===== src/rtl/intr_ctrl_pkg.sv =====
// Shared definitions for the external-interrupt front end: cause codes,
// CP0 vector addresses, STATUS bit positions and the front-end state encoding.
package intr_ctrl_pkg;

    localparam int NIRQ_MAX = 3;

    localparam int STATUS_IE = 0;

    localparam logic [4:0] CAUSE_BASE = 5'd0;
    localparam logic [4:0] CAUSE_INT0 = 5'd1;

    localparam logic [31:0] VEC_EXC  = 32'h0040_0004;
    localparam logic [31:0] VEC_INT0 = 32'h0040_0008;
    localparam logic [31:0] VEC_INTN = 32'h0040_000c;

    typedef enum logic [1:0] {
        IDLE    = 2'd0,
        ISSUE   = 2'd1,
        SERVICE = 2'd2
    } state_e;

    // Line i reports cause i+1, so line 0 lands on VEC_INT0 and the rest on VEC_INTN.
    function automatic logic [4:0] cause_of(input int idx);
        return CAUSE_INT0 + 5'(idx);
    endfunction

endpackage


===== src/rtl/intr_ctrl_irq_sync.sv =====
// Per-line synchroniser: two flops to settle the asynchronous request,
// a third flop to detect its rising edge in the clk domain.
module intr_ctrl_irq_sync (
    input  logic clk,
    input  logic rst,
    input  logic irq,
    output logic rise
);

    logic s1;
    logic s2;
    logic s3;

    always_ff @(posedge clk or negedge rst) begin
        if (!rst) begin
            s1 <= 1'b0;
            s2 <= 1'b0;
            s3 <= 1'b0;
        end else begin
            s1 <= irq;
            s2 <= s1;
            s3 <= s2;
        end
    end

    assign rise = s2 & ~s3;

endmodule


===== src/rtl/intr_ctrl.sv =====
// External-interrupt front end: latches synchronised IRQ edges as pending,
// gates them with STATUS/pipeline state and issues one interrupt at a time to CP0.
module intr_ctrl
    import intr_ctrl_pkg::*;
#(
    parameter int NIRQ = 3
) (
    input  logic            clk,
    input  logic            rst,
    input  logic [NIRQ-1:0] irq,
    input  logic [31:0]     status,
    input  logic            exc_in,
    input  logic            eret,
    input  logic            pipe_ready,
    output logic            intr,
    output logic [4:0]      cause,
    output logic            flush,
    output logic            busy,
    output state_e          state_dbg
);

    // intr acts as a one-cycle valid toward CP0 with cause as its payload; CP0 has
    // no back-pressure, and no new intr is offered until eret closes the handler.

    logic [NIRQ-1:0] rise;
    logic [NIRQ-1:0] pending;
    logic [NIRQ-1:0] pending_next;
    logic [NIRQ-1:0] eligible;
    logic [NIRQ-1:0] win_oh;
    logic [4:0]      win_cause;
    logic [4:0]      cause_q;
    logic            take;
    state_e          state;
    state_e          state_next;

    logic unused_status;
    assign unused_status = ^status[31:NIRQ+1];

    for (genvar i = 0; i < NIRQ; i++) begin : g_sync
        intr_ctrl_irq_sync u_sync (
            .clk  (clk),
            .rst  (rst),
            .irq  (irq[i]),
            .rise (rise[i])
        );
    end

    assign eligible = pending & status[NIRQ:1];

    // Scan from the top so the lowest eligible index is the last to overwrite.
    always_comb begin
        win_oh    = '0;
        win_cause = CAUSE_BASE;
        for (int i = NIRQ - 1; i >= 0; i--) begin
            if (eligible[i]) begin
                win_oh    = '0;
                win_oh[i] = 1'b1;
                win_cause = cause_of(i);
            end
        end
    end

    assign take = (|eligible) & status[STATUS_IE] & pipe_ready & ~exc_in
                  & (state == IDLE);

    // A fresh edge on the line being issued survives the clear.
    assign pending_next = (pending & ~(take ? win_oh : '0)) | rise;

    always_comb begin
        state_next = state;
        case (state)
            IDLE:    if (take) state_next = ISSUE;
            ISSUE:   state_next = SERVICE;
            SERVICE: if (eret) state_next = IDLE;
            default: state_next = IDLE;
        endcase
    end

    always_ff @(posedge clk or negedge rst) begin
        if (!rst) begin
            state   <= IDLE;
            pending <= '0;
            cause_q <= CAUSE_BASE;
        end else begin
            state   <= state_next;
            pending <= pending_next;
            if (take) begin
                cause_q <= win_cause;
            end
        end
    end

    assign intr      = (state == ISSUE);
    assign flush     = (state == ISSUE);
    assign busy      = (state != IDLE);
    assign cause     = cause_q;
    assign state_dbg = state;

endmodule

===== config.mk =====
export PLATFORM = sky130hd
export DESIGN_NAME = intr_ctrl
export DESIGN_NICKNAME = d
export VERILOG_FILES = /design/src/rtl/intr_ctrl_pkg.sv /design/src/rtl/intr_ctrl_irq_sync.sv /design/src/rtl/intr_ctrl.sv
export SDC_FILE = /design/constraint.sdc
export NUM_CORES = 1
export LEC_CHECK = 0
export BUFFER_PORTS_ARGS = -buffer_cell sky130_fd_sc_hd__buf_4
export CORE_MARGIN = 4
export CORE_UTILIZATION = 30
export CTS_CLUSTER_DIAMETER = 200
export DETAILED_ROUTE_END_ITERATION = 10
export GPL_TIMING_DRIVEN = 0
export PLACE_DENSITY_LB_ADDON = 0.2
export SYNTH_ARGS = -nofsm -noshare
export SYNTH_HDL_FRONTEND = slang
export SYNTH_SLANG_ARGS = --single-unit

===== constraint.sdc =====
create_clock -name clk -period 1.25 [get_ports clk]
set_input_delay 0.25 -clock clk [delete_from_list [all_inputs] [get_ports clk]]
set_output_delay 0.25 -clock clk [all_outputs]
set_load 0.005 [all_outputs]

==> results.sh, run 1 <==
export IMPL_starting_density_of_the_core_pct=31.5
export IMPL_setup_ws_ps=-76.8
export IMPL_first_iter_violations=0
export IMPL_first_global_vias=428
export IMPL_synthCells=49
export IMPL_antenna_found_initial=0
export IMPL_timing_final_setup_violations=3
export IMPL_ys_async_sr_fraction_pct=100
export IMPL_crit_slowest_cell="sky130_fd_sc_hd__dfrtp_2"
export IMPL_worstHoldEndpoint="g_sync[1].u_sync.s1$_DFF_PN0_"
export IMPL_fp_dieArea_sq_um=2830
export IMPL_cellLeakagePower_nw=0.454
export IMPL_clock_tree_htree_level_count=1
export IMPL_finalCriticalPeriod_ps=1330
export IMPL_reg2reg_slack_ps=30
export IMPL_mappedNetlistArea_sq_um=612
export IMPL_num_fill_cells=186
export IMPL_grt_start_max_net_pins=17
export IMPL_cts_sinks=16
export IMPL_critPathKind="register to output pin"
export IMPL_dieWidth_microns=53.2
export IMPL_clockRootBuffer="sky130_fd_sc_hd__clkbuf_4"
export IMPL_netlist_area_leader_share_pct=65.4
export IMPL_max_cap_violations=0
export IMPL_post_synth_top_area_cell="sky130_fd_sc_hd__dfrtp_1"
export IMPL_slew_viol_final=0
export IMPL_vias=457
export IMPL_gr_max_usage_layer="met2"
export IMPL_drive_gt1_share_pct=45.5
export IMPL_postSynthRegisterBits=16
export IMPL_worstPathCellList="nor2b_4 > buf_6 > buf_6"
export IMPL_p_per_area_nw_per_um2=1280
export IMPL_globalRouteMet2Util_pct=15.3
export IMPL_dp_worst_setup_slack_ps=88.6
export IMPL_synthDistinctLibCells=19
export IMPL_seq_power_share_pct=52.6
export IMPL_final_nets=118
export IMPL_flow_area_growth_from_synthesis_pct=44.6
export IMPL_pwr_share_clk_pct=30.2
export IMPL_worst_r2r_endpoint="pending[2]$_DFF_PN0_"
export IMPL_cp_arrival_ps=1080
export IMPL_routedWlPerCell_microns=11.3
export IMPL_outcome="finished, violations left"
export IMPL_synth_flop_type="sky130_fd_sc_hd__dfrtp_1"
export IMPL_crit_reg2reg_launch="state_dbg[1]$_DFFE_PN0P_"
export IMPL_globalRouteOverflowTotal=0
export IMPL_insertion_delay_ps=280
export IMPL_cts_root_to_sink_buffers=2
export IMPL_cp_required_ps=1000
export IMPL_antenna_cells=0
export IMPL_power_switching_w=0.000268
export IMPL_grt_setup_unrepaired="yes"
export IMPL_globalRouteMet3Util_pct=3.94
export IMPL_ys_top_cells_by_area="sky130_fd_sc_hd__dfrtp_1, sky130_fd_sc_hd__a22o_1, sky130_fd_sc_hd__buf_4"
export IMPL_worstSetupEndpointType="output pin"
export IMPL_synth_edff_count=0
export IMPL_boundaryPins=50
export IMPL_die_height_microns=53.2
export IMPL_grt_first_pass_wirelength_mm=1.79
export IMPL_critPathLaunchType="register"
export IMPL_finalWeightedCongestion=0.796
export IMPL_synth_most_common_cell="sky130_fd_sc_hd__dfrtp_1"
export IMPL_core_sq_um=1940
export IMPL_worst_reg_to_reg_cells=5
export IMPL_synth_top_cells_by_count="sky130_fd_sc_hd__dfrtp_1, sky130_fd_sc_hd__a22o_1, sky130_fd_sc_hd__buf_4, sky130_fd_sc_hd__inv_1"
export IMPL_worst_hold_path_num_cells=1
export IMPL_final_cell_area_sq_um=885
export IMPL_max_clock_freq_mhz=754
export IMPL_placed_area_sq_um=788
export IMPL_cts_tree="done"
export IMPL_cts_buffers=3
export IMPL_post_drt_via_cell_ratio=4.39
export IMPL_port_buffers=18
export IMPL_vdd_ir_drop_worst_uv=748
export IMPL_drc_errors=0
export IMPL_timing_final_crit_share_pct=106
export IMPL_portion_of_total_power_attributed_to_combinational_logic_pct=17.2
export IMPL_timing_hold_worst_class="input port to register"
export IMPL_drt_pass1_iter_count=1
export IMPL_finalHoldViolations=0
export IMPL_power_switching_share_pct=23.7
export IMPL_met1_usage_pct=10.0
export IMPL_placement_rows=16
export IMPL_hold_start="irq[1]"
export IMPL_post_synthesis_average_cell_area_sq_um=12.5
export IMPL_cp_max_fo=4
export IMPL_track_usage_pct=9.50
export IMPL_worst_path_most_repeated_cell="sky130_fd_sc_hd__buf_6"
export IMPL_synth_yosys_seq_area_share_pct=65.4
export IMPL_wirelength_mm=1.17
export IMPL_worst_path_largest_cell_delay_ps=460
export IMPL_clk_pin_slew_worst_paths_ps=90
export IMPL_ant_nets=0
export IMPL_final_hpwl_from_detailed_placement_microns=797
export IMPL_violations="negative setup slack"
export IMPL_synth_warning_count=0
export IMPL_power_internal_w=0.000862
export IMPL_clock_skew_ps=0.974
-- worst max-delay path: cells and delay by family (launching register included) --
kind	cells	cell delay, ps
buf+inv	2	180
flops	1	460
simple gates	1	150
-- placed cells by master, fill, tap and decap left out, types with 2 or more instances in the layout --
master,n
sky130_fd_sc_hd__a22o_1,5
sky130_fd_sc_hd__a31oi_1,2
sky130_fd_sc_hd__and3_1,2
sky130_fd_sc_hd__buf_4,22
sky130_fd_sc_hd__buf_6,4
sky130_fd_sc_hd__clkbuf_4,3
sky130_fd_sc_hd__conb_1,3
sky130_fd_sc_hd__dfrtp_1,15
sky130_fd_sc_hd__inv_1,3
sky130_fd_sc_hd__nand4_1,2
sky130_fd_sc_hd__nor2_1,2
-- through the flow --
stage                     TNS (ps)  util [%]  power (W)  cells  hold WS [ps]
after floorplan                  0         -   0.000669     51         -45.6
after global placement           0      40.6   0.000765     96           118
after detailed placement         0      40.6   0.000770     96           121
after CTS                     -154      45.0    0.00114    103          51.8
after global routing          -403      45.6    0.00120    104          44.2
final                         -113      45.6    0.00113    104          65.7
-- sequential cells by signal, indices dropped and copies added (netlist names) --
register and count:
g_sync.u_sync.s1 3, g_sync.u_sync.s2 3, g_sync.u_sync.s3 3, pending 3, cause 2, state_dbg 2
-- timing repair --
item	CTS	global route
setup endpoints to repair	3	4
resized for setup	8	1
pin swaps	1	2
hold endpoints to repair	16	0
buffers inserted	2	1
hold buffers	1	0
cloned	0	0
-- kinds of logic after synthesis --
kind of cell    share of synthesized area (%)
buf+inv                                  9.20
compound gates                           13.9
other cells                             0.613
flops                                    65.4
simple gates                             10.8
-- power groups by stage --
stage / clock network [W] / logic (W) / registers, W
4_1_cts: 0.000357 / 0.000188 / 0.000595
3_3_place_gp: 0 / 0.000166 / 0.000599
2_1_floorplan: 0 / 0.0000709 / 0.000598
3_5_place_dp: 0 / 0.000168 / 0.000602
5_1_grt: 0.000380 / 0.000215 / 0.000601
6_report: 0.000341 / 0.000194 / 0.000594
-- layout make-up --
class,count,area [sq um],area share (%)
multi-input combinational,26,178,20.1
buffer,5,45.0,5.09
inverter,4,15.0,1.70
tap,27,33.8,3.82
clock buffer,4,36.3,4.10
sequential,16,402,45.4
timing repair buffer,22,175,19.8
-- metal layers --
layer | share of wire, % | up-vias
li1 | - | 219
met1 | 41 | 220
met2 | 48 | 18
met3 | 10 | 0
met4 | 0 | 0
met5 | 0 | -
-- worst max-delay path by stage --
stage	from	cells past startpoint	end	slack (ps)
final	state_dbg[1]$_DFFE_PN0P_	3	intr	-80
after floorplan	state_dbg[1]$_DFFE_PN0P_	3	pending[1]$_DFF_PN0_	230
after detailed placement	state_dbg[1]$_DFFE_PN0P_	3	pending[1]$_DFF_PN0_	90
after global routing	state_dbg[1]$_DFFE_PN0P_	3	intr	-130
after global placement	state_dbg[1]$_DFFE_PN0P_	3	pending[1]$_DFF_PN0_	120
after CTS	state_dbg[0]$_DFFE_PN0P_	3	intr	-90
No activity file was read; power rests on OpenSTA's default activity.
==> run 2: changes to the inputs <==
--- a/config.mk
+++ b/config.mk
@@ -11,6 +11,7 @@
 export CTS_CLUSTER_DIAMETER = 200
 export DETAILED_ROUTE_END_ITERATION = 10
 export GPL_TIMING_DRIVEN = 0
+export MAX_ROUTING_LAYER = met4
 export PLACE_DENSITY_LB_ADDON = 0.2
 export SYNTH_ARGS = -nofsm -noshare
 export SYNTH_HDL_FRONTEND = slang
==> results.sh, run 2 (synthesis gave the netlist of run 1 again) <==
export IMPL_cts_sinks=16
export IMPL_drc_errors=0
export IMPL_setup_ws_ps=-74.3
export IMPL_critPathKind="register to output pin"
export IMPL_outcome="finished, violations left"
export IMPL_slew_viol_final=0
export IMPL_power_switching_share_pct=23.5
export IMPL_clock_tree_htree_level_count=1
export IMPL_max_cap_violations=0
export IMPL_cp_max_fo=3
export IMPL_max_clock_freq_mhz=755
export IMPL_pwr_share_clk_pct=30.0
export IMPL_final_nets=118
export IMPL_core_sq_um=1940
export IMPL_worst_path_largest_cell_delay_ps=420
export IMPL_crit_slowest_cell="sky130_fd_sc_hd__dfrtp_1"
export IMPL_reg2reg_slack_ps=30
export IMPL_globalRouteOverflowTotal=0
export IMPL_seq_power_share_pct=52.7
export IMPL_critPathLaunchType="register"
export IMPL_mostFrequentLayoutCells="sky130_fd_sc_hd__buf_4, sky130_fd_sc_hd__dfrtp_1, sky130_fd_sc_hd__a22o_1, sky130_fd_sc_hd__buf_6"
export IMPL_boundaryPins=50
export IMPL_grt_first_pass_wirelength_mm=1.81
export IMPL_dp_worst_setup_slack_ps=88.6
export IMPL_clockRootBuffer="sky130_fd_sc_hd__clkbuf_4"
export IMPL_first_iter_violations=0
export IMPL_cts_buffers=3
export IMPL_finalWeightedCongestion=0.808
export IMPL_clk_pin_slew_worst_paths_ps=90
export IMPL_violations="negative setup slack"
export IMPL_cts_tree="done"
export IMPL_footprint_of_the_multi_input_gates_sq_um=178
export IMPL_ant_nets=0
export IMPL_timing_final_crit_share_pct=106
export IMPL_cp_arrival_ps=1070
export IMPL_port_buffers=18
export IMPL_die_height_microns=53.2
export IMPL_cellLeakagePower_nw=0.454
export IMPL_post_route_util_pct=45.6
export IMPL_final_hpwl_from_detailed_placement_microns=797
export IMPL_finalHoldViolations=0
export IMPL_vdd_ir_drop_worst_uv=748
export IMPL_wirelength_mm=1.17
export IMPL_clock_skew_ps=1.62
export IMPL_worstSetupEndpointType="output pin"
export IMPL_grt_setup_unrepaired="yes"
export IMPL_p_per_area_nw_per_um2=1270
export IMPL_vias=458
export IMPL_antenna_cells=0
export IMPL_layout_cells_most_common="sky130_fd_sc_hd__buf_4"
export IMPL_finalCriticalPeriod_ps=1320
export IMPL_timing_hold_worst_class="input port to register"
export IMPL_insertion_delay_ps=280
export IMPL_worstPathCellList="nor2b_4 > buf_6 > buf_6"
export IMPL_drt_pass1_iter_count=1
export IMPL_grt_start_max_net_pins=17
export IMPL_dieWidth_microns=53.2
export IMPL_worst_path_most_repeated_cell="sky130_fd_sc_hd__buf_6"
export IMPL_antenna_found_initial=0
export IMPL_first_global_vias=424
export IMPL_power_switching_w=0.000265
export IMPL_timing_final_setup_violations=3
export IMPL_portion_of_total_power_attributed_to_combinational_logic_pct=17.2
export IMPL_fp_dieArea_sq_um=2830
export IMPL_area_sequential_sq_um=402
export IMPL_cts_root_to_sink_buffers=2
export IMPL_power_internal_w=0.000862
export IMPL_drive_gt1_share_pct=45.5
export IMPL_starting_density_of_the_core_pct=31.5
export IMPL_routedWlPerCell_microns=11.3
export IMPL_post_drt_via_cell_ratio=4.40
export IMPL_num_fill_cells=186
export IMPL_placement_rows=16
export IMPL_cp_required_ps=1000
export IMPL_flow_area_growth_from_synthesis_pct=44.6
export IMPL_track_usage_pct=9.81
[run 2: path summary, 6_finish.rpt]
kind,start,end,cells past startpoint
max,state_dbg[0]$_DFFE_PN0P_,intr,3
min,irq[2],g_sync[2].u_sync.s1$_DFF_PN0_,1
max reg2reg,state_dbg[1]$_DFFE_PN0P_,pending[1]$_DFF_PN0_,5
min reg2reg,g_sync[1].u_sync.s1$_DFF_PN0_,g_sync[1].u_sync.s2$_DFF_PN0_,0
max in group asynchronous,rst,state_dbg[1]$_DFFE_PN0P_,2
min in group asynchronous,rst,cause[1]$_DFFE_PN0P_,2
[run 2: layer usage]
metal | vias to the layer above | part of all wire [%] | track usage, % | wire [microns]
met3 | 0 | 10 | 3.94 | 120
met5 | - | 0 | - | 0
met2 | 18 | 48 | 15.3 | 562
li1 | 219 | - | - | -
met1 | 221 | 42 | 10.2 | 491
met4 | 0 | 0 | 6.38 | 0
[run 2: critical path, delay by kind of cell, from the launching register on]
| kind | cells | cell delay (ps) |
|---|---|---|
| buffers and inverters | 2 | 180 |
| AND/OR/NAND/NOR | 1 | 200 |
| flip-flops | 1 | 420 |
[run 2: final cells by class]
cell class / count / area share, %
clock buffer: 4 / 4.10
buffer: 5 / 5.09
tap: 27 / 3.82
inverter: 4 / 1.70
multi-input combinational: 26 / 20.1
sequential: 16 / 45.4
timing repair buffer: 22 / 19.8
[run 2: stage by stage]
| step | instances | TNS (ps) | cell area [sq um] | hold WS (ps) | total power (W) |
|---|---|---|---|---|---|
| floorplan | 51 | 0 | 619 | -45.6 | 0.000669 |
| global placement | 96 | 0 | 788 | 118 | 0.000765 |
| detailed placement | 96 | 0 | 788 | 121 | 0.000770 |
| CTS | 103 | -154 | 875 | 51.8 | 0.00114 |
| global route | 104 | -423 | 885 | 41.4 | 0.00120 |
| finish | 104 | -106 | 885 | 65.8 | 0.00113 |
[run 2: what timing repair did]
item / in CTS / in global routing
gates resized for setup: 8 / 1
buffers inserted: 2 / 1
endpoints found under the setup margin: 3 / 4
pin swaps: 1 / 2
hold endpoints to repair: 16 / 0
hold buffers: 1 / 0
[run 2: power by group through the flow]
stage               sequential (W)  combinational [W]  clock, W
finish                    0.000594           0.000194  0.000339
detailed placement        0.000602           0.000168         0
CTS                       0.000595           0.000188  0.000357
global placement          0.000599           0.000166         0
global route              0.000601           0.000215  0.000384
floorplan                 0.000598          0.0000709         0
